[src/rtl/mod3_pkg.sv]
// rtl/mod3_pkg.sv - shared types, constants and remainder step function
//
// Purpose: common definitions for the mod-3 round-robin scheduler.
//   state_t   : scheduler FSM states
//   rem_t     : 2-bit remainder (0..2)
//   mod3_next : one MSB-first step, rem' = (2*rem + bit) mod 3
package mod3_pkg;

  typedef enum logic [1:0] {
    IDLE  = 2'd0,
    SHIFT = 2'd1,
    RESP  = 2'd2
  } state_t;

  typedef logic [1:0] rem_t;

  localparam rem_t REM0 = 2'd0;
  localparam rem_t REM1 = 2'd1;
  localparam rem_t REM2 = 2'd2;

  function automatic rem_t mod3_next(rem_t rem, logic bit_in);
    rem_t r;
    case ({rem, bit_in})
      3'b00_0: r = REM0;
      3'b00_1: r = REM1;
      3'b01_0: r = REM2;
      3'b01_1: r = REM0;
      3'b10_0: r = REM1;
      3'b10_1: r = REM2;
      default: r = REM0;  // rem == 3 is unreachable
    endcase
    return r;
  endfunction

endpackage

[src/rtl/mod3_rr_scheduler_if.sv]
// rtl/mod3_rr_scheduler_if.sv - request/response bus of the mod-3 scheduler
//
// Purpose: groups the requester and consumer handshakes.
//   req_valid [NREQ]       : per-requester word valid
//   req_data  [NREQ*WIDTH] : requester i at [i*WIDTH +: WIDTH]
//   req_ready [NREQ]       : one-hot accept strobe
//   rsp_valid/rsp_id/rsp_rem/rsp_div : result, held until rsp_ready
//   rsp_ready              : consumer accepts result
// Modports: master = requesters + consumer, slave = scheduler.
interface mod3_rr_scheduler_if #(
  parameter int WIDTH = 8,
  parameter int NREQ  = 2,
  parameter int IDW   = $clog2(NREQ)
);
  import mod3_pkg::*;

  logic [NREQ-1:0]       req_valid;
  logic [NREQ*WIDTH-1:0] req_data;
  logic [NREQ-1:0]       req_ready;
  logic                  rsp_valid;
  logic [IDW-1:0]        rsp_id;
  rem_t                  rsp_rem;
  logic                  rsp_div;
  logic                  rsp_ready;

  modport master (
    output req_valid, req_data, rsp_ready,
    input  req_ready, rsp_valid, rsp_id, rsp_rem, rsp_div
  );

  modport slave (
    input  req_valid, req_data, rsp_ready,
    output req_ready, rsp_valid, rsp_id, rsp_rem, rsp_div
  );

endinterface

[src/rtl/mod3_serial_core.sv]
// rtl/mod3_serial_core.sv - bit-serial mod-3 remainder register
//
// Purpose: accumulates the remainder of an MSB-first bit stream.
//   clk, rst : clock, asynchronous active-low reset
//   clr      : clear remainder to 0 (wins over en)
//   en       : consume bit_in this cycle
//   bit_in   : next bit, MSB first
//   rem      : current remainder
module mod3_serial_core
  import mod3_pkg::*;
(
  input  logic clk,
  input  logic rst,
  input  logic clr,
  input  logic en,
  input  logic bit_in,
  output rem_t rem
);

  always_ff @(posedge clk or negedge rst) begin
    if (!rst) begin
      rem <= REM0;
    end else if (clr) begin
      rem <= REM0;
    end else if (en) begin
      rem <= mod3_next(rem, bit_in);
    end
  end

endmodule

[src/rtl/mod3_rr_scheduler.sv]
// rtl/mod3_rr_scheduler.sv - round-robin sharing of one serial mod-3 engine
//
// Purpose: grants one of NREQ requesters round-robin, shifts its word
// MSB-first through the serial core, returns remainder/divisible/id.
//   clk : clock
//   rst : asynchronous active-low reset
//   bus : mod3_rr_scheduler_if.slave (request and response handshakes)
module mod3_rr_scheduler
  import mod3_pkg::*;
#(
  parameter int WIDTH = 8,
  parameter int NREQ  = 2,
  parameter int IDW   = $clog2(NREQ)
) (
  input  logic                  clk,
  input  logic                  rst,
  mod3_rr_scheduler_if.slave    bus
);

  localparam int CNTW = $clog2(WIDTH + 1);

  state_t            state, state_nx;
  logic [WIDTH-1:0]  sr;
  logic [CNTW-1:0]   cnt;
  logic [IDW-1:0]    id_q;
  logic [IDW-1:0]    rr_ptr;
  rem_t              rsp_rem_q;
  logic              rsp_div_q;

  rem_t              core_rem;
  rem_t              rem_nx;

  logic [2*NREQ-1:0] valid_dbl;
  logic [NREQ-1:0]   valid_rot;
  logic [IDW:0]      gnt_sum;
  logic [IDW-1:0]    gnt_id;
  logic              gnt_any;
  logic [WIDTH-1:0]  load_word;
  logic              load;
  logic              last_shift;

  // Rotate the valid vector so that rr_ptr lands at bit 0; the lowest set
  // bit of the rotated vector is the grant offset from rr_ptr.
  always_comb begin
    valid_dbl = {bus.req_valid, bus.req_valid};
    valid_rot = NREQ'(valid_dbl >> rr_ptr);
    gnt_any   = 1'b0;
    gnt_sum   = '0;
    for (int k = NREQ - 1; k >= 0; k--) begin
      if (valid_rot[k]) begin
        gnt_any = 1'b1;
        gnt_sum = {1'b0, rr_ptr} + (IDW + 1)'(k);
      end
    end
    if (gnt_sum >= (IDW + 1)'(NREQ)) begin
      gnt_sum = gnt_sum - (IDW + 1)'(NREQ);
    end
    gnt_id = gnt_sum[IDW-1:0];
  end

  // Accept strobe only in IDLE and never while reset is asserted.
  always_comb begin
    bus.req_ready = '0;
    load_word     = '0;
    for (int i = 0; i < NREQ; i++) begin
      if (gnt_id == IDW'(i)) begin
        bus.req_ready[i] = rst && (state == IDLE) && gnt_any;
        load_word        = bus.req_data[i*WIDTH +: WIDTH];
      end
    end
  end

  assign load       = (state == IDLE) && gnt_any;
  assign last_shift = (state == SHIFT) && (cnt == CNTW'(1));
  assign rem_nx     = mod3_next(core_rem, sr[WIDTH-1]);

  mod3_serial_core u_core (
    .clk    (clk),
    .rst    (rst),
    .clr    (load),
    .en     (state == SHIFT),
    .bit_in (sr[WIDTH-1]),
    .rem    (core_rem)
  );

  always_comb begin
    state_nx = state;
    case (state)
      IDLE:    if (gnt_any)       state_nx = SHIFT;
      SHIFT:   if (last_shift)    state_nx = RESP;
      RESP:    if (bus.rsp_ready) state_nx = IDLE;
      default:                    state_nx = IDLE;
    endcase
  end

  always_ff @(posedge clk or negedge rst) begin
    if (!rst) begin
      state <= IDLE;
    end else begin
      state <= state_nx;
    end
  end

  always_ff @(posedge clk or negedge rst) begin
    if (!rst) begin
      sr        <= '0;
      cnt       <= '0;
      id_q      <= '0;
      rr_ptr    <= '0;
      rsp_rem_q <= REM0;
      rsp_div_q <= 1'b0;
    end else begin
      case (state)
        IDLE: begin
          if (gnt_any) begin
            sr   <= load_word;
            cnt  <= CNTW'(WIDTH);
            id_q <= gnt_id;
          end
        end
        SHIFT: begin
          sr  <= sr << 1;
          cnt <= cnt - CNTW'(1);
          // Capture the final remainder so it is held through RESP.
          if (last_shift) begin
            rsp_rem_q <= rem_nx;
            rsp_div_q <= (rem_nx == REM0);
          end
        end
        RESP: begin
          if (bus.rsp_ready) begin
            rr_ptr <= (id_q == IDW'(NREQ - 1)) ? '0 : id_q + IDW'(1);
          end
        end
        default: ;
      endcase
    end
  end

  assign bus.rsp_valid = (state == RESP);
  assign bus.rsp_id    = id_q;
  assign bus.rsp_rem   = rsp_rem_q;
  assign bus.rsp_div   = rsp_div_q;

endmodule

[src/flat_wrapper.sv]
// flat-port wrapper written by rule: the top's interface ports become plain ports
module mod3_rr_scheduler_flat import mod3_pkg::*;
#(
  parameter int WIDTH = 8,
  parameter int NREQ  = 2,
  parameter int IDW   = $clog2(NREQ)
)
  (clk, rst, bus_req_valid, bus_req_data, bus_rsp_ready, bus_req_ready, bus_rsp_valid, bus_rsp_id, bus_rsp_rem, bus_rsp_div);
  mod3_rr_scheduler_if #(.WIDTH(WIDTH), .NREQ(NREQ), .IDW(IDW)) bus_i ();
  input  logic clk;
  input  logic rst;
  input wire logic [$bits(bus_i.req_valid)-1:0] bus_req_valid;
  input wire logic [$bits(bus_i.req_data)-1:0] bus_req_data;
  input wire logic [$bits(bus_i.rsp_ready)-1:0] bus_rsp_ready;
  output wire logic [$bits(bus_i.req_ready)-1:0] bus_req_ready;
  output wire logic [$bits(bus_i.rsp_valid)-1:0] bus_rsp_valid;
  output wire logic [$bits(bus_i.rsp_id)-1:0] bus_rsp_id;
  output wire logic [$bits(bus_i.rsp_rem)-1:0] bus_rsp_rem;
  output wire logic [$bits(bus_i.rsp_div)-1:0] bus_rsp_div;
  assign bus_i.req_valid = bus_req_valid;
  assign bus_i.req_data = bus_req_data;
  assign bus_i.rsp_ready = bus_rsp_ready;
  assign bus_req_ready = bus_i.req_ready;
  assign bus_rsp_valid = bus_i.rsp_valid;
  assign bus_rsp_id = bus_i.rsp_id;
  assign bus_rsp_rem = bus_i.rsp_rem;
  assign bus_rsp_div = bus_i.rsp_div;
  mod3_rr_scheduler #(.WIDTH(WIDTH), .NREQ(NREQ), .IDW(IDW)) u_core (.clk(clk), .rst(rst), .bus(bus_i));
endmodule
[config.mk]
export PLATFORM = sky130hd
export DESIGN_NAME = mod3_rr_scheduler_flat
export DESIGN_NICKNAME = d
export VERILOG_FILES = /design/src/rtl/mod3_pkg.sv /design/src/rtl/mod3_rr_scheduler_if.sv /design/src/rtl/mod3_serial_core.sv /design/src/rtl/mod3_rr_scheduler.sv /design/src/flat_wrapper.sv
export SDC_FILE = /design/constraint.sdc
export NUM_CORES = 1
export LEC_CHECK = 0
export ABC_AREA = 1
export BUFFER_PORTS_ARGS = -buffer_cell sky130_fd_sc_hd__buf_2
export CORE_UTILIZATION = 29
export DETAILED_ROUTE_END_ITERATION = 7
export GPL_ROUTABILITY_DRIVEN = 0
export GPL_TIMING_DRIVEN = 0
export HOLD_SLACK_MARGIN = 0.03
export RECOVER_POWER = 100
export SLEW_MARGIN = 40
export SYNTH_ARGS = -nofsm -noshare
export SYNTH_HDL_FRONTEND = slang
export SYNTH_SLANG_ARGS = --single-unit
[constraint.sdc]
create_clock -name clk -period 1.1 [get_ports clk]
set_clock_uncertainty 0.05 [all_clocks]
set_input_delay 0.165 -clock clk [delete_from_list [all_inputs] [get_ports clk]]
set_output_delay 0.165 -clock clk [all_outputs]
set_load 0.05 [all_outputs]
Word-level counts from Yosys, hierarchy flattened
Index checks and enable logic that the tools add are counted.
W data, S select, Z words.

word-level totals
  register bits after elaboration = 21
  bits of input ports = 21
  output and inout port bits = 7

operators by class
  $add $sub $neg = 4
  magnitude comparators = 1
  equal/unequal tests = 10
  shift operators = 1
  muxes and demuxes = 20
  reductions and logical operators = 15

operator list
  kind                   number
  $mux W8                2
  $pmux W8 S2            1
  $mux W2                7
  $pmux W4 S2            1
  $reduce_and A2 Y1      4
  $eq A3 B3 Y1 const B   2
  $mux W1                6
  $pmux W2 S3            1
  $eq A4 B1 Y1 const B   1
  $logic_and A1 B1 Y1    4
  $logic_not A2 Y1       2
  $mux W4                1
  $ne A2 B1 Y1 const B   2
  $pmux W2 S2            1
  $reduce_bool A2 Y1     2
  $reduce_or A2 Y1       2
  $shr A4 B1 Y2          1
  $sub A4 B1 Y4 const B  1
  $eq A3 B1 Y1 const B   1
  $eq A3 B2 Y1 const B   1
  $reduce_and A3 Y1      1
  $add A1 B1 Y2 const B  1
  $eq A2 B1 Y1 const B   1
  $eq A2 B2 Y1 const B   1
  4 further kinds        4

Longest topological paths before layout
  word-level depth = 8
  depth in mapped cells = 7
  depth with buffers taken out = 7

Cells and area by module
From an unflattened synthesis, not the netlist that was laid out.

unflattened totals
  cell total of the unflattened synthesis = 173
  area total of the unflattened synthesis = 1,233.7 µm²

by module, submodules not included
  module             times used  cells an instance  area each (µm²)  seq. area each (µm²)
  mod3_rr_scheduler  1           149                1,098.6          475.5
  mod3_serial_core   1           24                 135.1            50.0

Worst setup path before layout
No wires, ideal clock.

  kind = reg-to-output
  start = reg u_core.state[0]
  end = out bus_req_ready[0]
  arrival = 1,864 ps
  required time = 885 ps
  slack = -979 ps
  cell stages (with the launch flop) = 5
  cell sequence = dfrtp_1 nor2_1 nand2_1 buf_2 nor3_1

on the way
  cells in the longest elaborated chain, start to end = 4

RTL lines
  what                               RTL line                  source
  start: declaration                 mod3_rr_scheduler.sv:22   state_t state, state_nx;
  start signal: assignment           mod3_rr_scheduler.sv:100  state <= state_nx;
  $logic_not A2 Y1                   mod3_rr_scheduler.sv:67   bus.req_ready[i] = rst && (state == IDLE) && gnt_any;
  $logic_and A1 B1 Y1 (2 in series)  mod3_rr_scheduler.sv:67
  $mux W1                            mod3_rr_scheduler.sv:66   if (gnt_id == IDW'(i)) begin
  end: declaration                   flat_wrapper.sv:15        output wire logic [$bits(bus_i.req_ready)-1:0] bus_req_ready;

No other way between the ends.

Final worst setup path
  start = reg u_core.state[1]
  end = out bus_req_ready[0]

Same word-level chain as after synthesis.

==> flow_metrics.py <==
metrics = {
    "grt": {
        "antenna_found_initial": 0,
        "grt_pass1_vias": 1004,
        "grt_overflow": 0,
        "grt_use_total_pct": 14.08,
        "grt_pass1_wl_um": 4705,
        "grt_max_degree": 23,
    },
    "power": {
        "powerDensity_nw_per_um2": 2728,
        "p_leak_nw": 0.9480,
        "ir_drop_v": 0.001122,
        "power_w": 0.004841,
    },
    "synth": {
        "synthMuxAreaShare_pct": 0,
        "ys_types": 22,
        "synth_warnings": 0,
        "synth_seq_cells": 21,
        "synth_xor_area_share_pct": 0.7439,
        "synth_top_family_by_area": "simple AND/OR/NAND/NOR gates",
        "synth_cells": 157,
        "synthSimpleGateAreaFrac_pct": 34.75,
        "avgSynthCellArea_sq_um": 7.499,
        "yosysSeqAreaShare_pct": 44.63,
        "syn_area_sq_um": 1177,
        "synth-adder-area-share_pct": 2.125,
        "synth_compound_area_share_pct": 5.207,
        "syn-num-nets": 180,
    },
    "die": {
        "dieArea_sq_um": 4318,
        "initial_utilization_pct": 31.22,
        "rows": 22,
        "die_h_um": 65.72,
        "die_w_um": 65.72,
        "core_sq_um": 3771,
        "io_pins": 28,
    },
    "run": {
        "drv_cap": 0,
    },
    "sta": {
        "setup_viol": 23,
        "max_slew_margin_pct": 67.38,
        "fin_crit_ns": 1.541,
        "holdWs_ns": -0.1961,
        "finalHoldViolCount": 21,
        "fin_ws_ns": -0.4409,
        "max_freq_mhz": 649.0,
        "period_share_pct": 140.1,
        "tightestPinTransition_ns": 0.4894,
        "maxSlewViolCount": 0,
        "rsz0062_at_grt": "true",
    },
    "final_layout": {
        "drive_gt1_share_pct": 39.23,
        "syn2layout_area_growth_pct": 50.69,
        "layout_commonest_cell": "nand3_1",
        "num-nets-final": 233,
        "final_area_sq_um": 1774,
        "final_cell_mix": "nand3_1 (33), nand2_1 (32), inv_1 (26), dfrtp_1 (21), buf_2 (20)",
        "final_cells": 257,
        "diodes": 0,
    },
    "placement": {
        "place_area_sq_um": 1410,
        "portBuffers": 27,
        "dp_slack_ns": -0.4241,
        "place_inst": 232,
        "hpwl_um": 1843,
    },
    "setup_path": {
        "worstPathArrival_ns": 1.33,
        "cp-end-kind": "primary output",
        "reg2reg_slack_ns": -0.28,
        "critPathLaunch": "u_core.state[1]",
        "crit_required_ns": 0.88,
        "reg2regPathDepth": 6,
        "critPathKind": "flip-flop to primary output",
        "reg2reg_to": "u_core.bus.rsp_rem[0]",
        "cp-start-kind": "flip-flop",
        "cp_max_fo": 2,
        "r2r-start": "u_core.state[1]",
    },
    "routing": {
        "ant_nets": 0,
        "drtIter0Drc": 33,
        "drc": 0,
        "dr_total_vias": 1169,
        "wl_um": 2833,
        "dr.pass1.iters": 4,
        "viasPerCell": 4.549,
        "avgRoutedWirePerCell_um": 11.02,
    },
    "status": {
        "status": "complete, but fails checks",
        "violations": "hold timing, setup timing",
    },
    "min_path": {
        "hold_class": "input pin to async pin",
    },
    "clocking": {
        "cts_htree_levels": 1,
        "cts_buffers": 3,
        "cts.sinks": 21,
        "clkTransAtPathRegs_ns": 0.08,
        "clockBufferDepth": 2,
        "clk_latency_ns": 0.26,
        "cts_tree": "yes",
        "root_buffer": "clkbuf_8",
    },
}
-- cell families after synthesis --
| kind of cell | count (synthesis) |
|---|---|
| and+or+nand+nor | 88 |
| adders and majority gates | 2 |
| DFF | 21 |
| buffers and inverters | 35 |
| xor gates and xnor gates | 1 |
| AOI/OAI and AO/OA | 10 |
-- Yosys cell counts --
library cell	instances	share of area [%]
ha_1	2	2.1
nand2_2	3	1.6
o21ai_0	5	2.1
nor2_1	6	1.9
nor3_1	2	0.85
inv_2	2	0.64
xnor2_1	1	0.74
nand2_1	40	13
nand4_2	1	1.1
buf_6	1	0.96
a21oi_1	1	0.42
o31ai_1	1	0.64
buf_4	2	1.3
nor2_4	2	1.9
o21ai_1	1	0.42
inv_1	29	9.2
nand3_1	33	14
o22ai_1	1	0.53
buf_2	1	0.42
nand3b_1	1	0.64
dfrtp_1	21	45
o22ai_2	1	1.1
-- power breakdown --
| group | switching, W | total (W) | internal, W |
|---|---|---|---|
| clock network | 0.000254 | 0.000512 | 0.000258 |
| logic | 0.00161 | 0.00296 | 0.00135 |
| registers | 0.000230 | 0.00137 | 0.00114 |
-- state kept, by name (all words and copies together) (netlist names) --
name	count
u_core.bus.rsp_div	1
u_core.bus.rsp_id	1
u_core.bus.rsp_rem	2
u_core.cnt	4
u_core.rr_ptr	1
u_core.sr	8
u_core.state	2
u_core.u_core.rem	2
-- worst max-delay path, cell delays in order (launching register included) --
cell,delay [ns]
dfrtp_1,0.41
nor2_2,0.16
nand2_2,0.08
buf_6,0.13
nor3_4,0.11
buf_6,0.18
-- worst max-delay path by stage --
stage	cells past startpoint	slack [ns]	endpoint
after floorplan	4	-0.30	bus_req_ready[0]
after global placement	4	-0.39	bus_req_ready[0]
after detailed placement	4	-0.42	bus_req_ready[0]
after CTS	5	-0.40	bus_req_ready[0]
after global routing	5	-0.49	bus_req_ready[0]
final	5	-0.44	bus_req_ready[0]
-- metrics by stage --
stage	setup TNS, ns	hold slack (ns)	util (%)
global placement	-1.809	0.1060	37.39
global route	-6.669	-0.1482	47.05
CTS	-3.728	-0.1704	42.97
detailed placement	-1.867	0.1122	37.39
finish	-5.481	-0.1961	47.05
floorplan	-0.7060	-0.1806	-
-- layout make-up --
class | instances | area, sq um
Fill cell | 377 | 1997
Multi-Input combinational cell | 102 | 613.1
Sequential cell | 21 | 525.5
Timing Repair Buffer | 47 | 355.3
Inverter | 31 | 126.4
Tap cell | 48 | 60.06
Buffer | 4 | 48.80
Clock buffer | 4 | 45.04
-- timing repair --
item                       in CTS  in global routing
hold endpoints to repair       21                 21
setup endpoints to repair      23                 28
resized for setup              22                 31
buffers inserted               11                 10
pin swaps                       7                  9
gates cloned                    1                  1
-- metal layers --
metal	routed length, um	share of wire (%)	up-vias	track usage (%)
met1	1336	47	547	19.38
met3	108	3.8	2	3.819
met5	0	0	-	0
li1	-	-	600	-
met4	8	0.28	0	2.174
met2	1379	49	20	22.19
Note: power is estimated with default switching activity, not from simulation.
